**src/rtl/boost_pkg.sv**
```systemverilog
// boost_pkg: shared definitions for the boost-calculation adder path.
// Holds the floating-point word width, the adder tree fan-in, the
// encoding of +0.0 used as padding, and the addend packer state type.
// No ports; imported by addend_bank and addend_packer.
package boost_pkg;

  localparam int FP_WIDTH = 32;
  localparam int TREE_LENGTH = 18;
  localparam logic [FP_WIDTH-1:0] FP_ZERO = 32'h0;

  typedef enum logic [1:0] {
    FILL,
    ISSUE,
    WAIT
  } packer_state_e;

endpackage

```
**src/rtl/addend_bank.sv**
```systemverilog
// addend_bank: LENGTH-slot register file holding one group of addends.
// Ports:
//   clk     - clock
//   rst     - synchronous active-high reset, clears every slot to +0.0
//   clr_i   - whole-bank clear to +0.0 (takes priority over a write)
//   we_i    - write enable for slot waddr_i
//   waddr_i - slot index to write, 0..LENGTH-1
//   wdata_i - addend written into the slot
//   bank_o  - all slots packed, slot k at bits [k*DATA_WIDTH +: DATA_WIDTH]
module addend_bank
  import boost_pkg::*;
#(
  parameter int DATA_WIDTH = FP_WIDTH,
  parameter int LENGTH     = TREE_LENGTH,
  parameter int CNT_W      = 5
) (
  input  logic                         clk,
  input  logic                         rst,
  input  logic                         clr_i,
  input  logic                         we_i,
  input  logic [CNT_W-1:0]             waddr_i,
  input  logic [DATA_WIDTH-1:0]        wdata_i,
  output logic [DATA_WIDTH*LENGTH-1:0] bank_o
);

  logic [DATA_WIDTH-1:0] slot_q [LENGTH];

  // Clearing to +0.0 means slots never written for a short group still
  // contribute nothing to the tree's sum.
  always_ff @(posedge clk) begin
    if (rst || clr_i) begin
      for (int k = 0; k < LENGTH; k++) begin
        slot_q[k] <= DATA_WIDTH'(FP_ZERO);
      end
    end else if (we_i) begin
      slot_q[waddr_i] <= wdata_i;
    end
  end

  for (genvar k = 0; k < LENGTH; k++) begin : gPack
    assign bank_o[k*DATA_WIDTH +: DATA_WIDTH] = slot_q[k];
  end

endmodule

```
**src/rtl/addend_packer.sv**
```systemverilog
// addend_packer: gathers a serial stream of single-precision addends into
// LENGTH-wide groups for the non-pipelined adder tree. A group closes when
// it is full or on s_last, is issued with a one-cycle m_valid pulse, and
// the packer then waits for m_done before the bank is reused.
// Build option: define ADDEND_PACKER_DBUF_EN for two ping-pong banks so a
// new group can fill while the tree works on the previous one.
// Ports:
//   clk, rst  - clock, synchronous active-high reset
//   s_data    - incoming addend; s_valid qualifies it; s_last closes a set
//   s_ready   - an addend is accepted this cycle when s_valid && s_ready
//   m_addends - packed group, slot k at [k*DATA_WIDTH +: DATA_WIDTH]
//   m_valid   - one-cycle issue pulse to the tree
//   m_last    - issued group closes a set; stable with m_addends
//   m_done    - tree has consumed the issued group
//   err_done  - sticky: m_done seen while no group was waiting on the tree
module addend_packer
  import boost_pkg::*;
#(
  parameter int DATA_WIDTH = FP_WIDTH,
  parameter int LENGTH     = TREE_LENGTH,
  parameter int CNT_W      = 5
) (
  input  logic                         clk,
  input  logic                         rst,
  input  logic [DATA_WIDTH-1:0]        s_data,
  input  logic                         s_valid,
  input  logic                         s_last,
  output logic                         s_ready,
  output logic [DATA_WIDTH*LENGTH-1:0] m_addends,
  output logic                         m_valid,
  output logic                         m_last,
  input  logic                         m_done,
  output logic                         err_done
);

  localparam logic [CNT_W-1:0] LAST_SLOT = CNT_W'(LENGTH - 1);

  packer_state_e    state_q, state_d;
  logic [CNT_W-1:0] cnt_q, cnt_d;
  logic             errDone_q, errDone_d;
  logic             xfer;
  logic             closeNow;

  assign xfer     = s_valid && s_ready;
  assign closeNow = xfer && (s_last || (cnt_q == LAST_SLOT));
  assign err_done = errDone_q;
  // m_valid is gated by rst so an in-flight issue is dropped immediately.
  assign m_valid  = !rst && (state_q == ISSUE);

`ifdef ADDEND_PACKER_DBUF_EN

  logic [1:0] full_q, full_d;
  logic [1:0] last_q, last_d;
  logic       fillSel_q, fillSel_d;
  logic       issueSel_q, issueSel_d;
  logic [1:0] bankWe, bankClr;
  logic [DATA_WIDTH*LENGTH-1:0] bankData [2];

  for (genvar b = 0; b < 2; b++) begin : gBank
    addend_bank #(
      .DATA_WIDTH(DATA_WIDTH),
      .LENGTH    (LENGTH),
      .CNT_W     (CNT_W)
    ) uBank (
      .clk    (clk),
      .rst    (rst),
      .clr_i  (bankClr[b]),
      .we_i   (bankWe[b]),
      .waddr_i(cnt_q),
      .wdata_i(s_data),
      .bank_o (bankData[b])
    );
  end

  assign s_ready   = !rst && !full_q[fillSel_q];
  assign m_addends = bankData[issueSel_q];
  assign m_last    = last_q[issueSel_q];

  // Fill side writes the bank under fillSel; issue side owns the bank under
  // issueSel. When the tree is idle both pointers name the same bank, so a
  // closing group issues on the next cycle. On m_done the other bank issues
  // straight away if it is full (or closing this cycle).
  always_comb begin
    state_d    = state_q;
    cnt_d      = cnt_q;
    full_d     = full_q;
    last_d     = last_q;
    fillSel_d  = fillSel_q;
    issueSel_d = issueSel_q;
    bankWe     = '0;
    bankClr    = '0;
    errDone_d  = errDone_q || (m_done && (state_q != WAIT));

    if (xfer) begin
      bankWe[fillSel_q] = 1'b1;
      if (closeNow) begin
        full_d[fillSel_q] = 1'b1;
        last_d[fillSel_q] = s_last;
        fillSel_d         = !fillSel_q;
        cnt_d             = '0;
      end else begin
        cnt_d = cnt_q + 1'b1;
      end
    end

    unique case (state_q)
      FILL: begin
        if (full_q[issueSel_q] || closeNow) begin
          state_d = ISSUE;
        end
      end
      ISSUE: state_d = WAIT;
      WAIT: begin
        if (m_done) begin
          bankClr[issueSel_q] = 1'b1;
          full_d[issueSel_q]  = 1'b0;
          last_d[issueSel_q]  = 1'b0;
          issueSel_d          = !issueSel_q;
          state_d = (full_q[!issueSel_q] || closeNow) ? ISSUE : FILL;
        end
      end
      default: state_d = FILL;
    endcase
  end

  always_ff @(posedge clk) begin
    if (rst) begin
      state_q    <= FILL;
      cnt_q      <= '0;
      full_q     <= '0;
      last_q     <= '0;
      fillSel_q  <= 1'b0;
      issueSel_q <= 1'b0;
      errDone_q  <= 1'b0;
    end else begin
      state_q    <= state_d;
      cnt_q      <= cnt_d;
      full_q     <= full_d;
      last_q     <= last_d;
      fillSel_q  <= fillSel_d;
      issueSel_q <= issueSel_d;
      errDone_q  <= errDone_d;
    end
  end

`else

  logic bankWe, bankClr;
  logic mLast_q, mLast_d;

  addend_bank #(
    .DATA_WIDTH(DATA_WIDTH),
    .LENGTH    (LENGTH),
    .CNT_W     (CNT_W)
  ) uBank (
    .clk    (clk),
    .rst    (rst),
    .clr_i  (bankClr),
    .we_i   (bankWe),
    .waddr_i(cnt_q),
    .wdata_i(s_data),
    .bank_o (m_addends)
  );

  assign s_ready = !rst && (state_q == FILL);
  assign m_last  = mLast_q;

  // The count holds on the closing write so it never passes LENGTH-1; it is
  // reset together with the bank once the tree reports completion.
  always_comb begin
    state_d   = state_q;
    cnt_d     = cnt_q;
    mLast_d   = mLast_q;
    bankWe    = 1'b0;
    bankClr   = 1'b0;
    errDone_d = errDone_q || (m_done && (state_q != WAIT));

    unique case (state_q)
      FILL: begin
        if (xfer) begin
          bankWe = 1'b1;
          if (closeNow) begin
            mLast_d = s_last;
            state_d = ISSUE;
          end else begin
            cnt_d = cnt_q + 1'b1;
          end
        end
      end
      ISSUE: state_d = WAIT;
      WAIT: begin
        if (m_done) begin
          bankClr = 1'b1;
          cnt_d   = '0;
          mLast_d = 1'b0;
          state_d = FILL;
        end
      end
      default: state_d = FILL;
    endcase
  end

  always_ff @(posedge clk) begin
    if (rst) begin
      state_q   <= FILL;
      cnt_q     <= '0;
      mLast_q   <= 1'b0;
      errDone_q <= 1'b0;
    end else begin
      state_q   <= state_d;
      cnt_q     <= cnt_d;
      mLast_q   <= mLast_d;
      errDone_q <= errDone_d;
    end
  end

`endif

endmodule

```
**config.mk**
```make
export PLATFORM = sky130hd
export DESIGN_NAME = addend_packer
export DESIGN_NICKNAME = d
export VERILOG_FILES = /design/src/rtl/boost_pkg.sv /design/src/rtl/addend_bank.sv /design/src/rtl/addend_packer.sv
export SDC_FILE = /design/constraint.sdc
export NUM_CORES = 1
export LEC_CHECK = 0
export ABC_AREA = 1
export CELL_PAD_IN_SITES_DETAIL_PLACEMENT = 1
export CELL_PAD_IN_SITES_GLOBAL_PLACEMENT = 1
export CORE_MARGIN = 2
export CORE_UTILIZATION = 38
export CTS_CLUSTER_SIZE = 28
export DETAILED_ROUTE_END_ITERATION = 7
export PLACE_DENSITY_LB_ADDON = 0.1
export RECOVER_POWER = 50
export SYNTH_ARGS = -nofsm -noshare
export SYNTH_HDL_FRONTEND = slang
export SYNTH_SLANG_ARGS = --single-unit
```
**constraint.sdc**
```tcl
create_clock -name clk -period 3.7 [get_ports clk]
set_input_delay 0.555 -clock clk [delete_from_list [all_inputs] [get_ports clk]]
set_output_delay 0.555 -clock clk [all_outputs]
set_load 0.05 [all_outputs]
```
# Word-level counts from Yosys, hierarchy flattened
# Memory sizes are Yosys's and may differ from the RTL's.
# Cells that the tools add are included.
# totals
n_memories	1
output_inout_bits	580
wordCells	53
mem_bits_rw	576
reg_bits	9
# op_classes
eq_ne	8
mux	24
n_addsub	1
n_reduce_logical	15
# memory_table
name	depth	width	read_ports	rd_ports_with_merged_regs	wr	line	source
uBank.slot_q	18	32	18	0	18	addend_bank.sv:26	logic [DATA_WIDTH-1:0] slot_q [LENGTH];
# ops
operator	n
32-bit two-way mux	1
32-bit OR reduction	1
5-bit two-way mux	4
1-bit two-way mux	13
2-bit != test, second input constant	5
5-bit one-hot mux with 2 select lines	1
4-bit AND reduction	2
2-bit two-way mux	3
2-bit one-hot mux with 3 select lines	1
5-bit by 1-bit adder with 5-bit output, second input constant	1
5-bit == test, second input constant	1
1-bit logical AND	5
1-bit logical OR	3
3-bit AND reduction	1
2-bit by 1-bit == test with 1-bit output, second input constant	1
2-bit == test, second input constant	1
2-bit zero test	1
1-bit one-hot mux with 2 select lines	1
2-bit nonzero test	1
1-bit zero test	1

# Longest topological paths before layout
# Gate-level depths: netlist of run 1.
# logic_depth
depth_word	10
mapped_depth	9
ltp_nobuf	9

# By module
# From an unflattened synthesis of run 1, not the netlist that was laid out.
# unflattened
cells_unflattened	1458
hier_area_um2	21062.7
# by_module_without_submodules
mod	n_inst	area_each_um2	cells_each	seq_area_each_um2
addend_bank	1	20459.6	1365	17296.6
addend_packer	1	603.1	93	180.2

# Worst setup path after synthesis of run 1
# Ideal clock, no wire load.
# synth_timing
path_type	input to register
start	input rst
end	memory uBank.slot_q[16][0] (netlist name), enable pin
path_buffers	2
setup_ps	389
path_slack_ps	942
arrival_ps	2368
cell_stages	7
cell_sequence	buf_4 clkinv_2 nand3_4 nor3_4 nand2_4 buf_6 nand2_1
# synth_rtl
element	line	source
start: declaration	addend_packer.sv:24	input logic rst,
end: declaration	addend_bank.sv:26	

==> impl_metrics.env, run 1 <==
export IMPL_status="finished with violations"
export IMPL_violations="capacitance limit, slew limit"
export IMPL_highest_layer="met4"
export IMPL_slowest_delay_ns=1.25
export IMPL_worstPathRequired_ns=4.13
export IMPL_cts_tree="yes"
export IMPL_die_area_um2=58400
export IMPL_m1WireLength_um=29800
export IMPL_dr_total_vias=14000
export IMPL_r2r_cells=6
export IMPL_peakVddDrop_uv=370
export IMPL_p_switching_w=0.00450
export IMPL_synthToLayoutAreaGrowth_pct=39.9
export IMPL_min_period_ns=3.09
export IMPL_tns_ns=0
export IMPL_worstMarginPinSlew_ns=1.74
export IMPL_clk_latency_ns=0.62
export IMPL_p_leak_nw=11.2
export IMPL_io_pins=617
export IMPL_grt_max_degree=33
export IMPL_ys_top_cells_by_area="edfxtp_1 (81%), nor2_1 (9.2%), buf_6 (2.7%)"
export IMPL_syn_avg_cell_area_um2=15.3
export IMPL_power_frac_clock_pct=36.0
export IMPL_async_reset_ff_share_pct=0
export IMPL_synth_nets=1444
export IMPL_hold_viol_final=0
export IMPL_setup_viol=0
export IMPL_crit_chain="nor2_4, nand3_4, nor3_1, nand2_4, clkbuf_2, nor2_1"
export IMPL_slowest_stage="nor3_1"
export IMPL_rows=87
export IMPL_intPower_w=0.0114
export IMPL_cts_buffers=61
export IMPL_yosysMostFrequentCell="edfxtp_1"
export IMPL_dp_hpwl_um=52800
export IMPL_ys_dominant_reg_cell="edfxtp_1"
export IMPL_yosysTopAreaCellShare_pct=80.6
export IMPL_ys_seq_elements=585
export IMPL_power_density_nw_per_um2=528
export IMPL_track_usage_pct=26.0
export IMPL_crit_fanout=32
export IMPL_switching_share_pct=28.4
export IMPL_critPathCaptureType="flop"
export IMPL_final_area_um2=30000
export IMPL_core_um2=56100
export IMPL_dr_pass1_iters=5
export IMPL_ant_nets=0
export IMPL_start_util_pct=38.3
export IMPL_grt_pass1_wl_um=109000
export IMPL_synth_cell_area_um2=21500
export IMPL_ys_types=31
export IMPL_nets=2093
export IMPL_startpoint_type="flop"
export IMPL_clk_path_buf_depth=3
export IMPL_grt_pass1_vias=14300
export IMPL_antenna_found_initial=1
export IMPL_p_seq_share_pct=48.8
export IMPL_nFillCells=5553
export IMPL_hold_depth=2
export IMPL_placed_area_um2=28400
export IMPL_rsz0062_at_grt="no"
export IMPL_seq_area_frac_synth_pct=81.5
export IMPL_period_share_pct=83.4
export IMPL_clk_pin_slew_ns=0.06
export IMPL_drt_wl_total_um=77300
export IMPL_slew_violations=63
export IMPL_synth_warnings=0
export IMPL_die_h_um=242
export IMPL_routed_wl_met3_um=7250
export IMPL_overflow=0
export IMPL_power_frac_comb_pct=15.2
export IMPL_criticalPathCategory="reg -> reg"
export IMPL_drive_gt1_share_pct=9.23
export IMPL_cts_hold_buf=0
export IMPL_clock_sinks=585
export IMPL_postCtsSetupBuffers=0
export IMPL_cts_resized_gates=0
export IMPL_dr_first_iter_drc_count=895
export IMPL_critical_path_depth=6
export IMPL_wl_met2_um=37500
export IMPL_skew_ns=0.0210
export IMPL_routedWlPerCell_um=27.0
export IMPL_critPathArrivalTime_ns=3.51
export IMPL_worst_slew_margin_rel_pct=-15.9
export IMPL_cts_root_buf="clkbuf_16"
export IMPL_vias_per_cell=4.90
export IMPL_synth_top_area_cell="edfxtp_1"
export IMPL_max_freq_mhz=324
export IMPL_htreeDepth=2
export IMPL_die_width_um=242
export IMPL_gp_congestion=0.807
export IMPL_hp_class="reg -> reg"
export IMPL_cap_violations=5
export IMPL_io_buffers=616
export IMPL_synth_edf_count=576
export IMPL_synthCells=1405
export IMPL_crit_family="simple AND/OR/NAND/NOR gates"
export IMPL_drc=0
export IMPL_path_buf_inv=1
export IMPL_synthTopCellsByCount="edfxtp_1 (576), nor2_1 (525), nand2_1 (55)"
[area by class of cell]
type                    instances  area, µm²  share of cell area, %
diodes                          1       2.50                0.00834
clock buffers                  75       1600                   5.33
clock inverters                36        223                  0.742
inverters                      47        178                  0.592
multi-input cells             683       3000                   9.99
flip-flops and latches        585      17500                   58.2
well taps                     756        946                   3.15
repair buffers                676       6580                   21.9
[flip-flops by register name, indices dropped and copies added, names as in the netlist]
| signal | flops |
|---|---|
| m_last | 1 |
| err_done | 1 |
| uBank.slot_q | 576 |
| state_q | 2 |
| cnt_q | 5 |
[worst register-to-register path: cells and delay by family (launching register included)]
kind | cells | cell delay, ns
DFF | 1 | 0.35
buffers and inverters | 1 | 0.61
and+or+nand+nor | 5 | 1.95
[cells in the final DEF (no fill, tap or decap), types with 2 or more instances in the layout]
master	Yosys	routed
a21oi_1	4	4
nor2_8	4	3
clkbuf_16	0	62
nand2_4	19	19
bufinv_16	0	2
inv_1	44	45
edfxtp_1	576	576
ha_1	2	2
nor2_1	525	526
buf_4	4	24
clkdlybuf4s50_1	0	272
nand3_1	12	12
clkbuf_2	0	9
nand2_1	55	55
clkbuf_1	2	34
nor3_4	3	2
clkinv_1	0	19
clkinvlp_4	0	2
nor3_1	2	3
nand2_2	11	11
dfxtp_1	9	9
dlygate4sd3_1	0	344
clkinv_2	1	13
nor2_4	2	2
o21ai_0	1	2
nand4_1	2	2
nor2_2	34	34
buf_12	0	5
[metrics by stage]
stage	cells	utilization (%)	total power, W	hold slack (ns)	setup slack (ns)
after floorplan	1405	-	0.00937	0.500	0.942
after global placement	2747	50.6	0.0104	0.460	0.705
after detailed placement	2747	50.6	0.0104	0.462	0.575
after CTS	2858	53.9	0.0161	0.480	0.918
after global routing	2859	53.5	0.0163	0.504	0.440
final	2859	53.5	0.0159	0.471	0.613
[cells by family after synthesis]
family                     Yosys count  synth area share [%]
AOI/OAI and AO/OA                    9                 0.286
xor gates and xnor gates             1                0.0408
adders and majority gates            2                 0.117
buffers and inverters              137                  4.44
DFF                                585                  81.5
and+or+nand+nor                    671                  13.7
[metal layers]
metal	GRT usage (%)	up-vias
li1	-	6076
met1	31.6	7240
met2	42.8	585
met3	9.48	114
met4	9.12	0
met5	0	-
[power groups by stage]
| stage | clock network (W) | registers, W | logic [W] |
|---|---|---|---|
| 3_5_place_dp | 0 | 0.00789 | 0.00252 |
| 5_1_grt | 0.00606 | 0.00777 | 0.00248 |
| 6_report | 0.00571 | 0.00774 | 0.00241 |
| 4_1_cts | 0.00580 | 0.00775 | 0.00253 |
| 3_3_place_gp | 0 | 0.00787 | 0.00252 |
| 2_1_floorplan | 0 | 0.00903 | 0.000348 |
[path summary, 6_finish.rpt]
check                           from                           endpoint  slack [ns]
min reg2reg      m_last$_SDFFE_PP0P_                m_last$_SDFFE_PP0P_        0.47
min              m_last$_SDFFE_PP0P_                m_last$_SDFFE_PP0P_        0.47
max          state_q[1]$_SDFFE_PP0P_  uBank.slot_q[12][5]$_SDFFCE_PN0P_        0.61
max reg2reg  state_q[1]$_SDFFE_PP0P_  uBank.slot_q[12][5]$_SDFFCE_PN0P_        0.61
(Power assumes the default switching activity.)
==> run 2, diff against run 1 <==
Settings changed: CORE_UTILIZATION 38 to 35.
Clock period 3.7 ns to 2.5 ns, I/O delays scaled along.
==> impl_metrics.env, run 2 (synthesis results as in run 1) <==
export IMPL_status="finished, final reports clean"
export IMPL_grt_pass1_wl_um=109000
export IMPL_final_common_cell="clkdlybuf4s50_1"
export IMPL_diodes=0
export IMPL_nets=2139
export IMPL_layout_common_cells="clkdlybuf4s50_1 (614), edfxtp_1 (576), nor2_1 (548), clkbuf_16 (67), nand2_1 (66)"
export IMPL_core_um2=60500
export IMPL_drc=0
export IMPL_max_freq_mhz=448
export IMPL_grt_max_degree=33
export IMPL_dp_hpwl_um=53500
export IMPL_critPathCaptureType="flop"
export IMPL_skew_ns=0.0239
export IMPL_dr_pass1_iters=4
export IMPL_hp_class="in -> reg"
export IMPL_cap_violations=0
export IMPL_slowest_stage="dfxtp_1"
export IMPL_power_w=0.0246
export IMPL_cts_hold_buf=0
export IMPL_r2r_cells=8
export IMPL_switching_share_pct=28.1
export IMPL_fin_ws_ns=0.268
export IMPL_grt_pass1_vias=14700
export IMPL_min_period_ns=2.23
export IMPL_nFillCells=5950
export IMPL_hold_depth=3
export IMPL_htreeDepth=3
export IMPL_die_width_um=252
export IMPL_cts_tree="yes"
export IMPL_p_switching_w=0.00691
export IMPL_cts_root_buf="clkbuf_16"
export IMPL_p_seq_share_pct=46.6
export IMPL_start_util_pct=35.5
export IMPL_dr_total_vias=14100
export IMPL_critical_path_depth=8
export IMPL_worstPathRequired_ns=2.78
export IMPL_slowest_delay_ns=0.36
export IMPL_crit_chain="nor2_4, nand3_1, clkbuf_1, nor3_4, buf_12, nand2_1, nand2_1, buf_12"
export IMPL_rsz0062_at_grt="no"
export IMPL_peakVddDrop_uv=522
export IMPL_io_pins=617
export IMPL_dpl_cell_count=2814
export IMPL_die_h_um=252
export IMPL_startpoint_type="flop"
export IMPL_largest_register="uBank.slot_q"
export IMPL_gp_congestion=0.799
export IMPL_post_place_ws_ns=-0.0151
export IMPL_ant_nets=0
export IMPL_intPower_w=0.0177
export IMPL_power_density_nw_per_um2=795
export IMPL_drt_wl_total_um=78200
export IMPL_layout_top_registers="uBank.slot_q: 576 flops, cnt_q: 5 flops, state_q: 2 flops"
export IMPL_finalNonFillerCells=2933
export IMPL_tns_ns=0
export IMPL_critPathArrivalTime_ns=2.52
export IMPL_clk_path_buf_depth=3
export IMPL_worst_slew_margin_rel_pct=46.3
export IMPL_routedWlPerCell_um=26.7
export IMPL_slew_violations=0
export IMPL_clock_sinks=585
export IMPL_power_frac_comb_pct=15.6
export IMPL_dr_first_iter_drc_count=922
export IMPL_crit_fanout=19
export IMPL_antenna_found_initial=2
export IMPL_track_usage_pct=24.5
export IMPL_path_buf_inv=3
export IMPL_drive_gt1_share_pct=10.6
export IMPL_power_frac_clock_pct=37.9
export IMPL_p_leak_nw=11.2
export IMPL_overflow=0
export IMPL_clk_pin_slew_ns=0.06
export IMPL_largest_reg_flops=576
export IMPL_setup_viol=0
export IMPL_die_area_um2=63300
export IMPL_cts_resized_gates=0
export IMPL_criticalPathCategory="reg -> reg"
export IMPL_worstMarginPinSlew_ns=0.805
export IMPL_hold_viol_final=0
export IMPL_vias_per_cell=4.81
export IMPL_cts_buffers=66
export IMPL_crit_family="simple AND/OR/NAND/NOR gates"
export IMPL_period_share_pct=89.3
export IMPL_synthToLayoutAreaGrowth_pct=44.3
export IMPL_postCtsSetupBuffers=0
export IMPL_io_buffers=616
export IMPL_clk_latency_ns=0.60
export IMPL_rows=90
==> run 2: cell count changes in the layout (fill, tap and decap cells not counted), moves of 4 or more <==
cell / before / now
buf_12: 5 / 45
buf_4: 24 / 20
clkbuf_1: 34 / 26
clkbuf_16: 62 / 67
clkbuf_2: 9 / 15
clkbuf_4: 0 / 9
clkdlybuf4s50_1: 272 / 614
clkinv_1: 19 / 12
dlygate4sd3_1: 344 / 0
inv_6: 0 / 4
nand2_1: 55 / 66
nand2_4: 19 / 10
nor2_1: 526 / 548
nor2_2: 34 / 11
==> run 2: through the flow <==
| stage | hold WS (ns) | instance area (µm²) | util, % |
|---|---|---|---|
| 4_1_cts | 0.400 | 31500 | 52.0 |
| 6_report | 0.430 | 31000 | 51.2 |
| 3_3_place_gp | 0.463 | 29400 | 48.7 |
| 2_1_floorplan | 0.500 | 21500 | - |
| 3_5_place_dp | 0.470 | 29400 | 48.7 |
| 5_1_grt | 0.438 | 31000 | 51.2 |
==> run 2: area by class of cell <==
cell class	instances	area (µm²)	area share, %
sequential	585	17500	56.5
timing repair buffer	717	7400	23.9
multi-input combinational	683	2870	9.28
clock buffer	83	1740	5.61
tap	782	978	3.16
clock inverter	36	309	0.998
inverter	47	178	0.574
==> run 2: power groups by stage <==
stage          registers, W  clock network (W)  logic, W
3_5_place_dp         0.0117                  0   0.00394
2_1_floorplan        0.0134                  0  0.000523
4_1_cts              0.0115            0.00949   0.00395
5_1_grt              0.0115            0.00986   0.00394
6_report             0.0115            0.00932   0.00383
3_3_place_gp         0.0116                  0   0.00392
==> run 2: worst paths after layout <==
path | start | endpoint | slack (ns)
setup / recovery | state_q[1]$_SDFFE_PP0P_ | uBank.slot_q[14][9]$_SDFFCE_PN0P_ | 0.27
hold / removal | s_last | m_last$_SDFFE_PP0P_ | 0.43
setup reg to reg | state_q[1]$_SDFFE_PP0P_ | uBank.slot_q[14][9]$_SDFFCE_PN0P_ | 0.27
hold reg to reg | m_last$_SDFFE_PP0P_ | m_last$_SDFFE_PP0P_ | 0.48
==> run 2: worst reg2reg max path, stage by stage (launching register included) <==
cell      delay (ns)
dfxtp_1         0.36
nor2_4          0.14
nand3_1         0.25
clkbuf_1        0.29
nor3_4          0.20
buf_12          0.13
nand2_1         0.12
nand2_1         0.21
buf_12          0.21
==> run 2: layer usage <==
layer / part of all wire [%] / track usage, % / vias up
met5: 0.017 / 0 / -
met4: 3.8 / 9.64 / 2
met3: 9.1 / 8.36 / 137
met2: 49 / 40.6 / 583
met1: 38 / 29.5 / 7214
li1: - / - / 6173
